## config.mk

```make
export PLATFORM = sky130hd
export DESIGN_NAME = dtm_jtag_dmi
export DESIGN_NICKNAME = d
export VERILOG_FILES = /design/src/rtl/dtm_pkg.sv /design/src/rtl/jtag_tap_fsm.sv /design/src/rtl/dtm_jtag_dmi.sv
export SDC_FILE = /design/constraint.sdc
export NUM_CORES = 1
export LEC_CHECK = 0
export ABC_AREA = 0
export ABC_CLOCK_PERIOD_IN_PS = 3000
export CAP_MARGIN = 30
export CORE_MARGIN = 2
export CORE_UTILIZATION = 53
export DETAILED_ROUTE_END_ITERATION = 6
export GPL_ROUTABILITY_DRIVEN = 0
export PLACE_DENSITY = 0.75
export SYNTH_ARGS = -nofsm -noshare
export SYNTH_HDL_FRONTEND = slang
export SYNTH_HIERARCHICAL = 1
export SYNTH_SLANG_ARGS = --single-unit
export TNS_END_PERCENT = 30
```

## constraint.sdc

```tcl
create_clock -name tclk -period 3 [get_ports tclk]
set_input_delay 0.6 -clock tclk [delete_from_list [all_inputs] [get_ports tclk]]
set_output_delay 0.6 -clock tclk [all_outputs]
set_load 0.01 [all_outputs]
```

## src/rtl/dtm_pkg.sv

```systemverilog
// Shared types and constants for the RISC-V JTAG debug transport module.
package dtm_pkg;

    typedef enum logic [3:0] {
        TEST_LOGIC_RESET,
        RUN_TEST_IDLE,
        SELECT_DR_SCAN,
        CAPTURE_DR,
        SHIFT_DR,
        EXIT1_DR,
        PAUSE_DR,
        EXIT2_DR,
        UPDATE_DR,
        SELECT_IR_SCAN,
        CAPTURE_IR,
        SHIFT_IR,
        EXIT1_IR,
        PAUSE_IR,
        EXIT2_IR,
        UPDATE_IR
    } jtag_state_t;

    typedef enum logic [1:0] {
        INSTR_BYPASS,
        INSTR_IDCODE,
        INSTR_DTMCS,
        INSTR_DMI
    } dtm_instr_t;

    localparam logic [7:0] IR_IDCODE = 8'h01;
    localparam logic [7:0] IR_DTMCS  = 8'h10;
    localparam logic [7:0] IR_DMI    = 8'h11;

    localparam logic [1:0] IR_CAPTURE = 2'b01;

    typedef enum logic [1:0] {
        DMI_OP_NOP   = 2'd0,
        DMI_OP_READ  = 2'd1,
        DMI_OP_WRITE = 2'd2,
        DMI_OP_RSVD  = 2'd3
    } dmi_op_t;

    localparam logic [1:0] DMI_ST_OK     = 2'd0;
    localparam logic [1:0] DMI_ST_FAILED = 2'd2;
    localparam logic [1:0] DMI_ST_BUSY   = 2'd3;

    localparam int DTMCS_DMIRESET     = 16;
    localparam int DTMCS_DMIHARDRESET = 17;

endpackage

```

## src/rtl/jtag_tap_fsm.sv

```systemverilog
// IEEE 1149.1 TAP controller: the 16-state machine driven by tms.
module jtag_tap_fsm
    import dtm_pkg::*;
(
    input  logic        tclk,
    input  logic        trst,
    input  logic        tms,
    output jtag_state_t state
);

    jtag_state_t state_d;

    always_ff @(posedge tclk) begin
        if (trst) state <= TEST_LOGIC_RESET;
        else      state <= state_d;
    end

    always_comb begin
        state_d = state;
        unique case (state)
            TEST_LOGIC_RESET: state_d = tms ? TEST_LOGIC_RESET : RUN_TEST_IDLE;
            RUN_TEST_IDLE:    state_d = tms ? SELECT_DR_SCAN   : RUN_TEST_IDLE;
            SELECT_DR_SCAN:   state_d = tms ? SELECT_IR_SCAN   : CAPTURE_DR;
            CAPTURE_DR:       state_d = tms ? EXIT1_DR         : SHIFT_DR;
            SHIFT_DR:         state_d = tms ? EXIT1_DR         : SHIFT_DR;
            EXIT1_DR:         state_d = tms ? UPDATE_DR        : PAUSE_DR;
            PAUSE_DR:         state_d = tms ? EXIT2_DR         : PAUSE_DR;
            EXIT2_DR:         state_d = tms ? UPDATE_DR        : SHIFT_DR;
            UPDATE_DR:        state_d = tms ? SELECT_DR_SCAN   : RUN_TEST_IDLE;
            SELECT_IR_SCAN:   state_d = tms ? TEST_LOGIC_RESET : CAPTURE_IR;
            CAPTURE_IR:       state_d = tms ? EXIT1_IR         : SHIFT_IR;
            SHIFT_IR:         state_d = tms ? EXIT1_IR         : SHIFT_IR;
            EXIT1_IR:         state_d = tms ? UPDATE_IR        : PAUSE_IR;
            PAUSE_IR:         state_d = tms ? EXIT2_IR         : PAUSE_IR;
            EXIT2_IR:         state_d = tms ? UPDATE_IR        : SHIFT_IR;
            UPDATE_IR:        state_d = tms ? SELECT_DR_SCAN   : RUN_TEST_IDLE;
        endcase
    end

endmodule

```

## src/rtl/dtm_jtag_dmi.sv

```systemverilog
// RISC-V JTAG DTM: TAP, IR, IDCODE/BYPASS/DTMCS/DMI data registers and
// the valid/ready DMI request/response handshake toward the debug module.
module dtm_jtag_dmi
    import dtm_pkg::*;
#(
    parameter int unsigned IR_WIDTH     = 5,
    parameter int unsigned ABITS        = 7,
    parameter logic [31:0] IDCODE_VALUE = 32'h1BEEF001,
    parameter logic [2:0]  IDLE_HINT    = 3'd1
) (
    input  logic             tclk,
    input  logic             trst,
    input  logic             tms,
    input  logic             tdi,
    output logic             tdo,
    output logic             tdo_en,
    output logic             dmi_req_valid,
    input  logic             dmi_req_ready,
    output logic [ABITS-1:0] dmi_req_addr,
    output logic [31:0]      dmi_req_data,
    output logic [1:0]       dmi_req_op,
    input  logic             dmi_resp_valid,
    output logic             dmi_resp_ready,
    input  logic [31:0]      dmi_resp_data,
    input  logic [1:0]       dmi_resp_op
);

    localparam int unsigned DMI_W = ABITS + 34;

    jtag_state_t state;

    jtag_tap_fsm u_tap (
        .tclk  (tclk),
        .trst  (trst),
        .tms   (tms),
        .state (state)
    );

    logic [IR_WIDTH-1:0] ir_q, ir_shift_q, ir_shift_d;
    logic [DMI_W-1:0]    dr_q, dr_d, dr_cap;
    logic [31:0]         dtmcs_cap;
    logic [31:0]         resp_data_q, resp_data_d;
    logic [1:0]          sticky_q, sticky_d, sticky_rsp;
    logic                busy_q, busy_d, busy_rsp;
    logic                req_valid_d, issue, resp_fire;
    logic                cap_dmi, upd_dmi, upd_dtmcs, hard_upd, soft_upd;
    logic                shift_dr_next, shift_ir_next, tdo_d;
    dtm_instr_t          instr;

    always_comb begin
        instr = INSTR_BYPASS;
        if      (ir_q == IR_WIDTH'(IR_IDCODE)) instr = INSTR_IDCODE;
        else if (ir_q == IR_WIDTH'(IR_DTMCS))  instr = INSTR_DTMCS;
        else if (ir_q == IR_WIDTH'(IR_DMI))    instr = INSTR_DMI;
    end

    assign cap_dmi   = (state == CAPTURE_DR) && (instr == INSTR_DMI);
    assign upd_dmi   = (state == UPDATE_DR)  && (instr == INSTR_DMI);
    assign upd_dtmcs = (state == UPDATE_DR)  && (instr == INSTR_DTMCS);
    assign hard_upd  = upd_dtmcs && dr_q[DTMCS_DMIHARDRESET];
    assign soft_upd  = upd_dtmcs && dr_q[DTMCS_DMIRESET];

    // A response that lands with a hardreset, or with nothing outstanding, is dropped
    assign resp_fire = dmi_resp_valid && busy_q && !hard_upd;

    always_comb begin
        sticky_rsp = sticky_q;
        if (resp_fire && dmi_resp_op[1] && (sticky_q == DMI_ST_OK))
            sticky_rsp = dmi_resp_op;
        busy_rsp    = busy_q && !resp_fire;
        resp_data_d = resp_fire ? dmi_resp_data : resp_data_q;

        sticky_d = sticky_rsp;
        busy_d   = busy_rsp;
        issue    = 1'b0;
        if (cap_dmi && busy_rsp && (sticky_rsp == DMI_ST_OK))
            sticky_d = DMI_ST_BUSY;
        if (upd_dmi) begin
            if (busy_rsp) begin
                if (sticky_rsp == DMI_ST_OK) sticky_d = DMI_ST_BUSY;
            end else if ((sticky_rsp == DMI_ST_OK) &&
                         ((dr_q[1:0] == DMI_OP_READ) || (dr_q[1:0] == DMI_OP_WRITE))) begin
                issue  = 1'b1;
                busy_d = 1'b1;
            end
        end
        if (soft_upd || hard_upd) sticky_d = DMI_ST_OK;
        if (hard_upd)             busy_d   = 1'b0;

        req_valid_d = dmi_req_valid;
        if (hard_upd)                           req_valid_d = 1'b0;
        else if (issue)                         req_valid_d = 1'b1;
        else if (dmi_req_valid && dmi_req_ready) req_valid_d = 1'b0;
    end

    assign dtmcs_cap = {14'b0, 2'b0, 1'b0, IDLE_HINT, sticky_q, 6'(ABITS), 4'd1};

    always_comb begin
        unique case (instr)
            INSTR_IDCODE: dr_cap = DMI_W'(IDCODE_VALUE);
            INSTR_DTMCS:  dr_cap = DMI_W'(dtmcs_cap);
            INSTR_DMI:    dr_cap = {dmi_req_addr, resp_data_d, sticky_d};
            default:      dr_cap = '0;
        endcase
    end

    // Registers are kept LSB-aligned; tdi enters at the selected register's MSB
    always_comb begin
        dr_d = dr_q;
        if (state == CAPTURE_DR) begin
            dr_d = dr_cap;
        end else if (state == SHIFT_DR) begin
            dr_d = dr_q >> 1;
            unique case (instr)
                INSTR_IDCODE, INSTR_DTMCS: dr_d[31]      = tdi;
                INSTR_DMI:                 dr_d[DMI_W-1] = tdi;
                default:                   dr_d[0]       = tdi;
            endcase
        end
    end

    always_comb begin
        ir_shift_d = ir_shift_q;
        if (state == CAPTURE_IR)    ir_shift_d = IR_WIDTH'(IR_CAPTURE);
        else if (state == SHIFT_IR) ir_shift_d = {tdi, ir_shift_q[IR_WIDTH-1:1]};
    end

    // tdo is registered, so look one state ahead to present the LSB on entry to SHIFT
    assign shift_dr_next = !tms && (state inside {CAPTURE_DR, SHIFT_DR, EXIT2_DR});
    assign shift_ir_next = !tms && (state inside {CAPTURE_IR, SHIFT_IR, EXIT2_IR});
    assign tdo_d  = shift_dr_next ? dr_d[0] : (shift_ir_next ? ir_shift_d[0] : 1'b0);
    assign tdo_en = (state == SHIFT_DR) || (state == SHIFT_IR);
    assign dmi_resp_ready = 1'b1;

    always_ff @(posedge tclk) begin
        ir_shift_q  <= ir_shift_d;
        dr_q        <= dr_d;
        resp_data_q <= resp_data_d;
    end

    always_ff @(posedge tclk) begin
        if (trst) begin
            ir_q          <= IR_WIDTH'(IR_IDCODE);
            tdo           <= 1'b0;
            sticky_q      <= DMI_ST_OK;
            busy_q        <= 1'b0;
            dmi_req_valid <= 1'b0;
            dmi_req_addr  <= '0;
            dmi_req_data  <= '0;
            dmi_req_op    <= '0;
        end else begin
            if (state == TEST_LOGIC_RESET) ir_q <= IR_WIDTH'(IR_IDCODE);
            else if (state == UPDATE_IR)   ir_q <= ir_shift_q;
            tdo           <= tdo_d;
            sticky_q      <= sticky_d;
            busy_q        <= busy_d;
            dmi_req_valid <= req_valid_d;
            if (issue) begin
                dmi_req_addr <= dr_q[DMI_W-1:34];
                dmi_req_data <= dr_q[33:2];
                dmi_req_op   <= dr_q[1:0];
            end
        end
    end

endmodule

```

# Word level (Yosys, flattened, before mapping)
# Index checks and enable logic that the tools add are counted.
dict set report totals {
  register_bits 133
  in_bits 40
}
dict set report op_classes {
  eq_ne 23
  n_mux 40
  reduce_logical 36
}
# cell count
set op_table {}
lappend op_table {{41-bit one-hot mux with 3 select lines} 1}
lappend op_table {{41-bit two-way mux} 2}
lappend op_table {{4-bit one-hot mux with 12 select lines} 1}
lappend op_table {{4-bit == test, second input constant} 8}
lappend op_table {{32-bit two-way mux} 1}
lappend op_table {{2-bit two-way mux} 12}
lappend op_table {{1-bit two-way mux} 17}
lappend op_table {{4-bit by 3-bit == test with 1-bit output, second input constant} 4}
lappend op_table {{1-bit logical AND} 16}
lappend op_table {{4-bit two-way mux} 4}
lappend op_table {{5-bit == test, second input constant} 2}
lappend op_table {{2-bit OR reduction} 5}
lappend op_table {{4-bit by 2-bit == test with 1-bit output, second input constant} 2}
lappend op_table {{2-bit == test, second input constant} 3}
lappend op_table {{3-bit two-way mux} 2}
lappend op_table {{3-bit nonzero test} 2}
lappend op_table {{3-bit OR reduction} 2}
lappend op_table {{5-bit by 1-bit == test with 1-bit output, second input constant} 1}
lappend op_table {{2-bit by 1-bit == test with 1-bit output, second input constant} 2}
lappend op_table {{4-bit by 1-bit == test with 1-bit output, second input constant} 1}
lappend op_table {{2-bit zero test} 2}
lappend op_table {{4-bit zero test} 1}
lappend op_table {{2-bit nonzero test} 2}
lappend op_table {{1-bit zero test} 3}
lappend op_table {{1-bit logical OR} 3}

# Depth between registers and ports, before layout
dict set report depth {
  word_depth 22
  depth_mapped 7
  depth_no_buf 5
}

# Hierarchy
# Netlist, hierarchy kept.
# mod instances cells_each area_each_um2 seq_area_each_um2
set by_module_without_submodules {}
lappend by_module_without_submodules {dtm_jtag_dmi 1 418 5144.9 2982.9}
lappend by_module_without_submodules {jtag_tap_fsm 1 39 331.6 80.1}

# Worst setup path after synthesis
# Ideal clock, no wire load.
dict set report synth_timing {
  path_kind {reg-to-reg}
  startpoint {reg u_tap.state[2]}
  endpoint {reg dr_q[10], enable pin}
  setup_ns 0.398
  t_arrival_ns 2.111
  t_required_ns 2.602
  slack_ns 0.491
  path_stages_with_launch 4
  path_buffers 1
  cell_sequence {dfxtp_1 buf_2 or4b_2 nand2_1}
}
dict set report synth_via {
  elab_chain_len 2
  word_cells_on_any_way 3
}
# item line
set synth_lines {}
lappend synth_lines {{start: declaration} jtag_tap_fsm.sv:8} ;# output jtag_state_t state
lappend synth_lines {{start signal: assignment} jtag_tap_fsm.sv:15} ;# else state <= state_d;
lappend synth_lines {{4-bit by 2-bit == test with 1-bit output or 4-bit by 3-bit == test with 1-bit output (tied branches)} {dtm_jtag_dmi.sv:110, dtm_jtag_dmi.sv:112}}
lappend synth_lines {{2-bit nonzero test (no source line) (*)} --}
lappend synth_lines {{end signal: assignment} dtm_jtag_dmi.sv:137} ;# dr_q <= dr_d;
lappend synth_lines {{end: declaration} dtm_jtag_dmi.sv:40} ;# logic [DMI_W-1:0] dr_q, dr_d, dr_cap;
# Every way passes the cells marked *; elsewhere a longest branch is shown, timed or not.
# A chain may end at the register's enable or synchronous reset.

# Worst setup path after layout
dict set report layout_timing {
  startpoint {reg u_tap.state[0]}
  endpoint {out tdo_en}
}
dict set report layout_via {
  elab_chain_len 2
  word_cells_on_any_way 3
}
# item line
set layout_lines {}
lappend layout_lines {{4-bit by 3-bit == test with 1-bit output or 4-bit == test (tied branches)} dtm_jtag_dmi.sv:132} ;# assign tdo_en = (state == SHIFT_DR) || (state == SHIFT_IR);
lappend layout_lines {{1-bit logical OR (*)} dtm_jtag_dmi.sv:132}
lappend layout_lines {{end: declaration} dtm_jtag_dmi.sv:16} ;# output logic tdo_en,
# Marks and branches as above.

==> summary.md <==
| Metric | Value |
|---|---|
| Syn_nets | `497` |
| Startpoint types | `flip-flop` |
| DRT antenna net count | `0` |
| Number of flops mapped to enable cells by yosys | `40` |
| Number of detailed-route iterations in the first pass | `5` |
| Slew Limit Fails | `0` |
| Post-layout min period | `2.87 ns` |
| Most common cell after layout, fill and taps aside | `dfxtp_1` |
| Static leakage | `2.48 nW` |
| Syn Area/Cell | `12.0 µm²` |
| Worst Skew | `~0.014 ns` |
| TritonCTS buffer count | `17` |
| Die W | `106 µm` |
| Most frequent cells in the layout | `dfxtp_1 (93), clkdlybuf4s50_1 (82), nor2_1 (59), mux2i_1 (46), edfxtp_1 (40)` |
| Flops & latches, synth | `around 130` |
| Yosys top cell by area | `dfxtp_1` |
| Fin nets | `between 500 and 600` |
| Min setup slack post-route | `between 0.1 and 0.15 ns` |
| R2R Path Start | `u_tap/state[0]` |
| Worst-Skew Late Latency | `slightly above 0.5 ns` |
| Die Span Y | `around 110 µm` |
| Post-route DRC | `0` |
| Top delay family on crit path | `simple AND/OR/NAND/NOR gates` |
| Clock Sinks | `133` |
| Dpl hpwl | `7.91 mm` |
| Core Box Area | `0.0102 mm²` |
| Max Cap Viol | `0` |
| Synth top area share | `roughly a third` |
| DR vias/cell | `5.61` |
| Setup tns final | `0 ns` |
| Share of layout cells above drive strength 1 | `16.3%` |
| Worst Path Buf+Inv | `1` |
| Final hold vios | `0` |
| Reg2Reg Depth | `7` |
| Final setup violation count | `0` |
| Worst setup path class | `reg -> out` |
| CP max stage delay | `0.78 ns` |
| Yosys warnings | `6` |
| Wire length per cell | `18.0 µm` |
| Fin crit share | `95.8%` |
| Bufs on Longest Clock Path | `2` |
| Fmax | `about 0.35 GHz` |
| Final Total Pwr | `4.09 mW` |
| Worst setup EP type | `output port` |
| Synth async-reset ratio | `0%` |
| Sequential fraction of the synthesis area | `55.9%` |
| Mapped Cells | `457` |
| Synthesis-to-layout area growth | `26.8%` |
| Cell chain of the critical path | `or4b_2, o21ai_0, clkdlybuf4s50_1` |
| Slew @ Worst Pin | `approximately 0.9 ns` |
| Hold path startpoint | `resp_data_q[22]` |
| Netlist Area Pre-Place | `~0.0055 mm²` |
| CTS tree | `built` |
| Status | `completed` |
| Ports | `85` |
| Row count | `37` |
| I/O Buffers | `83` |
| PD cells | `589 mW/mm²` |
| Vias | `3860` |
| Worst R2R Setup Slack | `0.71 ns` |
| Dpl ws | `0.234 ns` |
| Critical R2R Capture | `dmi_req_data[16]` |
| Hold path depth | `1` |
| Required time worst endpoint | `2.40 ns` |
| Initial Util | `53.8%` |
| Global route overflow | `0` |
| Crit path max fanout | `5` |
| Critical path arrival | `approximately 2.3 ns` |
| Vias in the first global route | `3827` |
| Root Buffer | `clkbuf_8` |
| Number of gates resized after cts | `0` |
| Hold Path Sink | `resp_data_q[22]` |
| Clock slew at reported path FFs | `about 0.06 ns` |
| Number of buffers added for setup after CTS | `0` |
| CTS HTree Levels | `4` |
| Slowest-stage cell, CP | `or4b_2` |
| Antenna Cells | `0` |
| Slew Limit Headroom | `between 30 and 40%` |
| First-pass GRT wire length | `19.7 mm` |
| Worst min path class | `reg -> reg` |
| Die area | `0.0112 mm²` |
| Synth area leaders | `dfxtp_1 (34%), edfxtp_1 (22%), mux2i_1 (8.4%), mux2_2 (4.1%), nor2_1 (4.1%)` |
| Fill cells | `approximately 750` |
| Largest net degree at the start of global routing | `40` |
| Initial DRC Count | `260` |
| Antenna violations before repair | `0` |
| RSZ-0062 raised after global routing | `no` |
| GRT Total Usage | `22.7%` |
| Top FF cell, synth | `dfxtp_1` |
| Hold_buf cts | `0` |
| Unique masters post-synth | `59` |
| Max VDD drop | `slightly above 0.0004 V` |
| Post-Route WL | `12.4 mm` |
worst max path at each step:
stage / endpoint / startpoint / cells after the start / slack, ns
after CTS: tdo_en / u_tap/state[0] / 3 / 0.10
after detailed placement: dr_q[4] / dmi_resp_valid / 6 / 0.23
after global routing: tdo_en / u_tap/state[0] / 3 / 0.02
final: tdo_en / u_tap/state[0] / 3 / 0.13
after global placement: dr_q[13] / dmi_resp_valid / 6 / 0.30
after floorplan: dr_q[10] / u_tap/state[2] / 3 / 0.49
where the power goes:
part	switching (mW)	internal, mW	leakage, nW	total [mW]
registers	0.0303	1.90	1.12	1.93
logic	0.116	0.112	1.08	0.228
clock network	0.850	1.08	0.273	1.93
total	0.996	3.09	2.48	4.09
cells in the mapped netlist (2+ instances only):
cell,count
dfxtp_1,93
nor2_1,60
mux2i_1,46
edfxtp_1,40
nand2_1,28
mux2_2,20
a22o_1,17
a221o_1,16
mux2_4,12
clkbuf_1,11
inv_1,10
o21ai_0,9
buf_2,7
nand3_1,7
buf_6,6
a21oi_1,5
nor3b_1,5
buf_1,4
nor3_1,4
nand2b_1,3
nor2b_1,3
o211ai_1,3
a2111oi_2,2
a22oi_1,2
a32oi_1,2
buf_4,2
clkbuf_8,2
nand3b_1,2
nand4_1,2
o31ai_1,2
o41ai_1,2
or3_1,2
xor2_1,2
sequential cells by signal (all words and copies together), names as in the netlist:
register       count
ir_q               5
dr_q              41
busy_q             1
tdo                1
u_tap/state        4
dmi_req_valid      1
sticky_q           2
dmi_req_addr       7
resp_data_q       32
ir_shift_q         5
dmi_req_op         2
dmi_req_data      32
per-stage QoR:
stage / hold slack (ns) / std cells / instance area [µm²] / util, %
final: 0.473 / 688 / 6940 / 68.2
after global routing: 0.483 / 688 / 6940 / 68.2
after CTS: 0.473 / 688 / 6940 / 68.2
after detailed placement: 0.458 / 656 / 6380 / 62.7
after global placement: 0.457 / 656 / 6380 / 62.7
after floorplan: 0.446 / 457 / 5480 / -
logic make-up after synthesis:
kind of cell | count (synthesis) | share of synthesized area [%]
AOI/OAI and AO/OA | 75 | 12.2
xor gates and xnor gates | 2 | 0.320
buffers and inverters | 42 | 4.36
DFF | 133 | 55.9
muxes | 78 | 15.8
other | 1 | 0.0685
and+or+nand+nor | 126 | 11.3
metal layers:
metal  wire length [µm]  track usage (%)
met4                 85             4.98
met2               5910             36.6
met1               5580             30.3
met3                802             6.86
met5                  0                0
area by class of cell:
class	count	area [µm²]	share of cell area (%)
tap	136	170	2.45
clock buffer	18	428	6.16
timing repair buffer	95	928	13.4
sequential	133	3060	44.1
multi-input combinational	282	2190	31.5
clock inverter	14	130	1.87
inverter	10	37.5	0.541
Note: power is estimated with default switching activity, not from simulation.
